**src/rtl/line_follower_pkg.sv**
```systemverilog
// Shared constants for the line follower steering datapath.
// State encodings, side flags and default duty values.
package line_follower_pkg;

  typedef enum logic [2:0] {
    S_IDLE    = 3'd0,
    S_FORWARD = 3'd1,
    S_TURN_L  = 3'd2,
    S_TURN_R  = 3'd3,
    S_SEARCH  = 3'd4,
    S_HALT    = 3'd5
  } state_e;

  localparam logic SIDE_LEFT  = 1'b0;
  localparam logic SIDE_RIGHT = 1'b1;

  localparam logic [7:0]  DUTY_FAST_DEF    = 8'd200;
  localparam logic [7:0]  DUTY_SLOW_DEF    = 8'd60;
  localparam logic [23:0] LOST_TIMEOUT_DEF = 24'd5000000;

  // Target state for a sensor pattern; 000 maps to SEARCH.
  function automatic state_e classify(
    input logic [2:0] s,
    input state_e     cur
  );
    state_e r;
    unique case (s)
      3'b010, 3'b111: r = S_FORWARD;
      3'b100, 3'b110: r = S_TURN_L;
      3'b001, 3'b011: r = S_TURN_R;
      3'b101:  r = (cur == S_IDLE) ? S_FORWARD : cur;
      default: r = S_SEARCH;
    endcase
    return r;
  endfunction

endpackage

```
**src/rtl/pwm_channel.sv**
```systemverilog
// One PWM output with its own free-running counter.
// The duty is sampled only at counter wrap so periods stay whole.
module pwm_channel #(
  parameter int PWM_BITS = 8
) (
  input  logic                clk,
  input  logic                rst_n,
  input  logic [PWM_BITS-1:0] duty,
  output logic                pwm_out
);

  logic [PWM_BITS-1:0] cnt_q;
  logic [PWM_BITS-1:0] duty_q;
  logic                pwm_q;

  always_ff @(posedge clk or negedge rst_n) begin
    if (!rst_n) begin
      cnt_q  <= '0;
      duty_q <= '0;
      pwm_q  <= 1'b0;
    end else begin
      cnt_q <= cnt_q + 1'b1;
      if (&cnt_q) duty_q <= duty;
      pwm_q <= (cnt_q < duty_q);
    end
  end

  assign pwm_out = pwm_q;

endmodule

```
**src/rtl/line_steer_controller.sv**
```systemverilog
// Steering FSM: classifies the three line sensors and
// drives two PWM motor channels with direction bits.
module line_steer_controller
  import line_follower_pkg::*;
#(
  parameter int                PWM_BITS     = 8,
  parameter logic [PWM_BITS-1:0] DUTY_FAST  = DUTY_FAST_DEF,
  parameter logic [PWM_BITS-1:0] DUTY_SLOW  = DUTY_SLOW_DEF,
  parameter logic [23:0]       LOST_TIMEOUT = LOST_TIMEOUT_DEF
) (
  input  logic       clk,
  input  logic       rst_n,
  input  logic       enable,
  input  logic       sens_l,
  input  logic       sens_c,
  input  logic       sens_r,
  output logic       pwm_l,
  output logic       pwm_r,
  output logic       dir_l,
  output logic       dir_r,
  output logic [2:0] state_dbg,
  output logic       lost
);

  logic [2:0]          sens_q;
  state_e              state_q, state_d;
  logic                side_q, side_d;
  logic [23:0]         cnt_q, cnt_d;
  logic                dir_l_q, dir_l_d;
  logic                dir_r_q, dir_r_d;
  logic                lost_q, lost_d;
  logic [PWM_BITS-1:0] duty_l_q, duty_l_d;
  logic [PWM_BITS-1:0] duty_r_q, duty_r_d;

  always_comb begin
    state_d = classify(sens_q, state_q);
    side_d  = side_q;
    cnt_d   = '0;
    if (!enable) begin
      state_d = S_IDLE;
    end else if (sens_q == 3'b000) begin
      unique case (state_q)
        S_HALT: state_d = S_HALT;
        S_SEARCH: begin
          if (cnt_q == LOST_TIMEOUT - 24'd1) begin
            state_d = S_HALT;
          end else begin
            state_d = S_SEARCH;
            cnt_d   = cnt_q + 24'd1;
          end
        end
        default: state_d = S_SEARCH;
      endcase
    end
    if (state_d == S_TURN_L) side_d = SIDE_LEFT;
    if (state_d == S_TURN_R) side_d = SIDE_RIGHT;
  end

  always_comb begin
    duty_l_d = '0;
    duty_r_d = '0;
    dir_l_d  = 1'b1;
    dir_r_d  = 1'b1;
    lost_d   = 1'b0;
    unique case (state_d)
      S_FORWARD: begin
        duty_l_d = DUTY_FAST;
        duty_r_d = DUTY_FAST;
      end
      S_TURN_L: begin
        duty_l_d = DUTY_SLOW;
        duty_r_d = DUTY_FAST;
      end
      S_TURN_R: begin
        duty_l_d = DUTY_FAST;
        duty_r_d = DUTY_SLOW;
      end
      S_SEARCH: begin
        duty_l_d = DUTY_SLOW;
        duty_r_d = DUTY_SLOW;
        dir_l_d  = (side_d == SIDE_RIGHT);
        dir_r_d  = (side_d == SIDE_LEFT);
        lost_d   = 1'b1;
      end
      S_HALT:  lost_d = 1'b1;
      default: ;
    endcase
  end

  always_ff @(posedge clk or negedge rst_n) begin
    if (!rst_n) begin
      sens_q   <= 3'b000;
      state_q  <= S_IDLE;
      side_q   <= SIDE_LEFT;
      cnt_q    <= '0;
      dir_l_q  <= 1'b1;
      dir_r_q  <= 1'b1;
      lost_q   <= 1'b0;
      duty_l_q <= '0;
      duty_r_q <= '0;
    end else begin
      sens_q   <= {sens_l, sens_c, sens_r};
      state_q  <= state_d;
      side_q   <= side_d;
      cnt_q    <= cnt_d;
      dir_l_q  <= dir_l_d;
      dir_r_q  <= dir_r_d;
      lost_q   <= lost_d;
      duty_l_q <= duty_l_d;
      duty_r_q <= duty_r_d;
    end
  end

  pwm_channel #(.PWM_BITS(PWM_BITS)) u_pwm_l (
    .clk     (clk),
    .rst_n   (rst_n),
    .duty    (duty_l_q),
    .pwm_out (pwm_l)
  );

  pwm_channel #(.PWM_BITS(PWM_BITS)) u_pwm_r (
    .clk     (clk),
    .rst_n   (rst_n),
    .duty    (duty_r_q),
    .pwm_out (pwm_r)
  );

  assign dir_l     = dir_l_q;
  assign dir_r     = dir_r_q;
  assign lost      = lost_q;
  assign state_dbg = state_q;

endmodule
```
**config.mk**
```make
export PLATFORM = sky130hd
export DESIGN_NAME = line_steer_controller
export DESIGN_NICKNAME = d
export VERILOG_FILES = /design/src/rtl/line_follower_pkg.sv /design/src/rtl/pwm_channel.sv /design/src/rtl/line_steer_controller.sv
export SDC_FILE = /design/constraint.sdc
export NUM_CORES = 1
export LEC_CHECK = 0
export ABC_AREA = 1
export ABC_CLOCK_PERIOD_IN_PS = 2100
export CORE_AREA = 2 2 78 80
export CTS_BUF_LIST = sky130_fd_sc_hd__clkbuf_8 sky130_fd_sc_hd__clkbuf_16
export CTS_CLUSTER_SIZE = 8
export DETAILED_ROUTE_END_ITERATION = 6
export DIE_AREA = 0 0 80 82
export PLACE_DENSITY = 0.75
export SYNTH_ARGS = -nofsm -noshare
export SYNTH_HDL_FRONTEND = slang
export SYNTH_SLANG_ARGS = --single-unit
```
**constraint.sdc**
```tcl
create_clock -name clk -period 2.1 [get_ports clk]
set_clock_uncertainty 0.2 [all_clocks]
set_input_delay 0.525 -clock clk [delete_from_list [all_inputs] [get_ports clk]]
set_output_delay 0.525 -clock clk [all_outputs]
set_load 0.03 [all_outputs]
```
==> metrics.md <==
| Metric | Value |
|---|---|
| Outcome | `complete, no violations` |
| Worst Setup Start Kind | `flip-flop` |
| Detailed Place HPWL | `4.66 mm` |
| Worst r2r src | `cnt_q[0]$_DFF_PN0_` |
| Reg2Reg Depth | `10` |
| Slew Limit Fails | `0` |
| Number of global-route vias before repair | `2445` |
| Seq cells post-synth | `64` |
| IO Count | `14` |
| Vias per cell | `5.17` |
| FF/Latch Area | `1600 µm²` |
| Area fraction of the dominant cell type after synthesis | `47.9%` |
| Fin crit share | `98.1%` |
| Hold_sp | `side_q$_DFF_PN0_` |
| YS warnings | `0` |
| Rows | `28` |
| Req. time, crit path | `1370 ps` |
| Area leader, netlist | `dfrtp_1` |
| Detail Route Antenna Nets | `0` |
| # DRC | `0` |
| Initial antenna violation count | `0` |
| Final wirelength | `6.30 mm` |
| Crit-path slowest cell | `clkdlybuf4s50_1` |
| Min Hold Slack | `245 ps` |
| TritonCTS Sinks | `64` |
| CTS tree | `built` |
| Min Tclk post-route | `2060 ps` |
| Hold Fails Final Rpt | `0` |
| Crit path largest cell delay | `660 ps` |
| Most common cell after layout, fill and taps aside | `nand2_1` |
| Number of fill cells in the layout | `472` |
| TNS Setup | `0 ps` |
| Rel. slew slack | `64.9%` |
| Largest net degree at the start of global routing | `31` |
| Worst Setup Path Type | `flip-flop to primary output` |
| Syn_area_per_cell | `8.52 µm²` |
| R2r setup slk | `320 ps` |
| Sequential area share after synthesis | `49.5%` |
| Area delta synth->final | `15.6%` |
| Hold path depth | `1` |
| Critical-path cell list | `clkdlybuf4s50_1` |
| CTS H-tree lvls | `3` |
| RR Endpoint | `duty_r_q[3]$_DFF_PN0_` |
| Worst-path maximum fanout | `1` |
| GPL Wtd Cong | `0.878` |
| First drt pass iteration count | `5` |
| Die H | `82 µm` |
| Core ar. | `5750 µm²` |
| LEAKAGE | `1.83 nW` |
| Drt wl/cell | `12.8 µm` |
| Vias | `2554` |
| Multi-input gate area | `1430 µm²` |
| Worst slew pin tran | `527 ps` |
| Worst Hold Path EP | `dir_r$_DFF_PN1_` |
| Max IR drop VDD | `0.447 mV` |
| Synth cell types | `29` |
| Crit. End Element | `primary output` |
| Starting Density | `56.4%` |
| DR iter-0 viols | `152` |
| Final Util | `65.2%` |
| IO buf count | `13` |
| Max Freq | `486 MHz` |
| Final net count | `433` |
| Max-cap violations | `0` |
| First-pass GRT wire length | `10.6 mm` |
| Synth top area cells | `dfrtp_1 48%, nand2_1 8.7%, nor2_1 7.6%, inv_1 5.9%, ha_1 5.0%` |
| Clk_lat worst skew | `350 ps` |
| Crit path buf inv count | `1` |
| Die Wd | `80 µm` |
| Top delay family on crit path | `buffers and inverters` |
| Commonest cells after routing, fill and taps aside | `75 x nand2_1, 66 x nor2_1, 62 x dfrtp_1` |
| Arr. time, crit path | `1330 ps` |
| Pwr per Cell Area | `657 nW/µm²` |
| # setup viols final | `0` |
| Fraction of layout cells with a size suffix above 1 | `13.1%` |
| Hold WC Path Type | `flip-flop to flip-flop` |
| Clock Path Buffers | `2` |
| Clock-pin slew on the worst setup and hold paths | `80 ps` |
| Clock Tree Root | `clkbuf_8` |
| Die area | `6560 µm²` |
| Overflow after GRT | `0` |
| Setup bufs post-CTS | `0` |
| RSZ-0062 raised after global routing | `no` |
| Syn nets | `399` |
| Diodes inserted | `0` |
| Post-Syn Area | `3240 µm²` |
| Total track usage | `21.3%` |
| Inserted Clock Buffers | `9` |
| Gate Count Post-Synth | `380` |
==> timing repair <==
item | in CTS | in global routing
endpoints found under the hold margin | 17 | 0
gates resized for setup | 5 | 1
endpoints found under the setup margin | 5 | 1
pin swaps | 0 | 0
hold buffers | 1 | 0
==> where the power goes <==
group          switching (mW)  leakage (nW)  total [mW]  internal [mW]
Clock                   0.529        0.0960        1.09          0.557
Combinational          0.0698         0.895       0.108         0.0384
Sequential             0.0115         0.840        1.27           1.25
Total                   0.611          1.83        2.46           1.85
==> stage by stage <==
stage	worst slack (ps)	std cells	power, mW	area [µm²]
after floorplan	518	380	1.33	3240
after global placement	29.5	477	1.40	3530
after global routing	8.16	494	2.55	3740
after CTS	7.54	494	2.48	3740
final	40.3	494	2.46	3740
after detailed placement	-41.8	477	1.40	3530
==> worst reg2reg max path, cell delays in order, from the launching register on <==
cell,delay (ps)
dfrtp_1,380
ha_1,220
nand3_2,140
inv_2,90
nand2_1,80
nor2_1,120
nand2_1,70
nand2_2,80
nand2_2,100
o21ai_2,110
nand2_1,70
==> worst max-delay path by stage <==
stage,end,cells after the start,slack [ps],start
after floorplan,duty_l_q[3]$_DFF_PN0_,7,520,state_dbg[2]$_DFF_PN0_
after CTS,lost,1,8,lost$_DFF_PN0_
after detailed placement,duty_r_q[3]$_DFF_PN0_,9,-40,enable
after global placement,duty_r_q[3]$_DFF_PN0_,9,30,enable
after global routing,pwm_r,1,8,u_pwm_r.pwm_out$_DFF_PN0_
final,pwm_r,1,40,u_pwm_r.pwm_out$_DFF_PN0_
==> cell usage after synthesis, drive strengths merged <==
| cell | n |
|---|---|
| nor3b | 2 |
| ha | 13 |
| nand4 | 13 |
| nand3b | 1 |
| a21oi | 13 |
| nor2 | 72 |
| o21ai | 5 |
| o211ai | 2 |
| o21a | 2 |
| nor3 | 13 |
| xor2 | 12 |
| dfstp | 2 |
| buf | 1 |
| dfrtp | 62 |
| nand2 | 84 |
| inv | 53 |
| xnor2 | 7 |
| o221a | 2 |
| nand3 | 20 |
| or2 | 1 |
==> kinds of logic (layout without fill, tap and decap cells) <==
kind of cell             Yosys count  after routing  share of synthesized area (%)
buffers and inverters             54             93                           6.49
AND/OR/NAND/NOR                  206            206                           29.3
adder cells (fa/ha/maj)           13             13                           5.02
AO/OA/AOI/OAI                     24             24                           4.52
XOR/XNOR                          19             19                           5.14
flip-flops                        64             64                           49.5
==> per-layer routing <==
layer / GRT usage, % / share of wire (%) / vias to the layer above
met5: 0 / 0 / -
met4: 12.5 / 3.4 / 0
met3: 4.29 / 2.6 / 19
met2: 37.0 / 50 / 46
met1: 24.6 / 44 / 1204
li1: - / - / 1285
==> state kept, by name, summed over array words and instances (netlist names) <==
name,cells
sens_q,3
state_dbg,3
duty_l_q,3
u_pwm_r.pwm_out,1
lost,1
u_pwm_l.cnt_q,8
side_q,1
u_pwm_r.cnt_q,8
dir_r,1
u_pwm_l.pwm_out,1
u_pwm_l.duty_q,3
cnt_q,24
duty_r_q,3
u_pwm_r.duty_q,3
dir_l,1
==> cell type report <==
cell class              instances  share of cell area (%)
clock inverters                 7                    2.14
well taps                      75                    2.51
inverters                      53                    5.31
clock buffers                   9                    3.31
flip-flops and latches         64                    42.8
multi-input cells             262                    38.1
repair buffers                 24                    5.85
(Power assumes the default switching activity.)
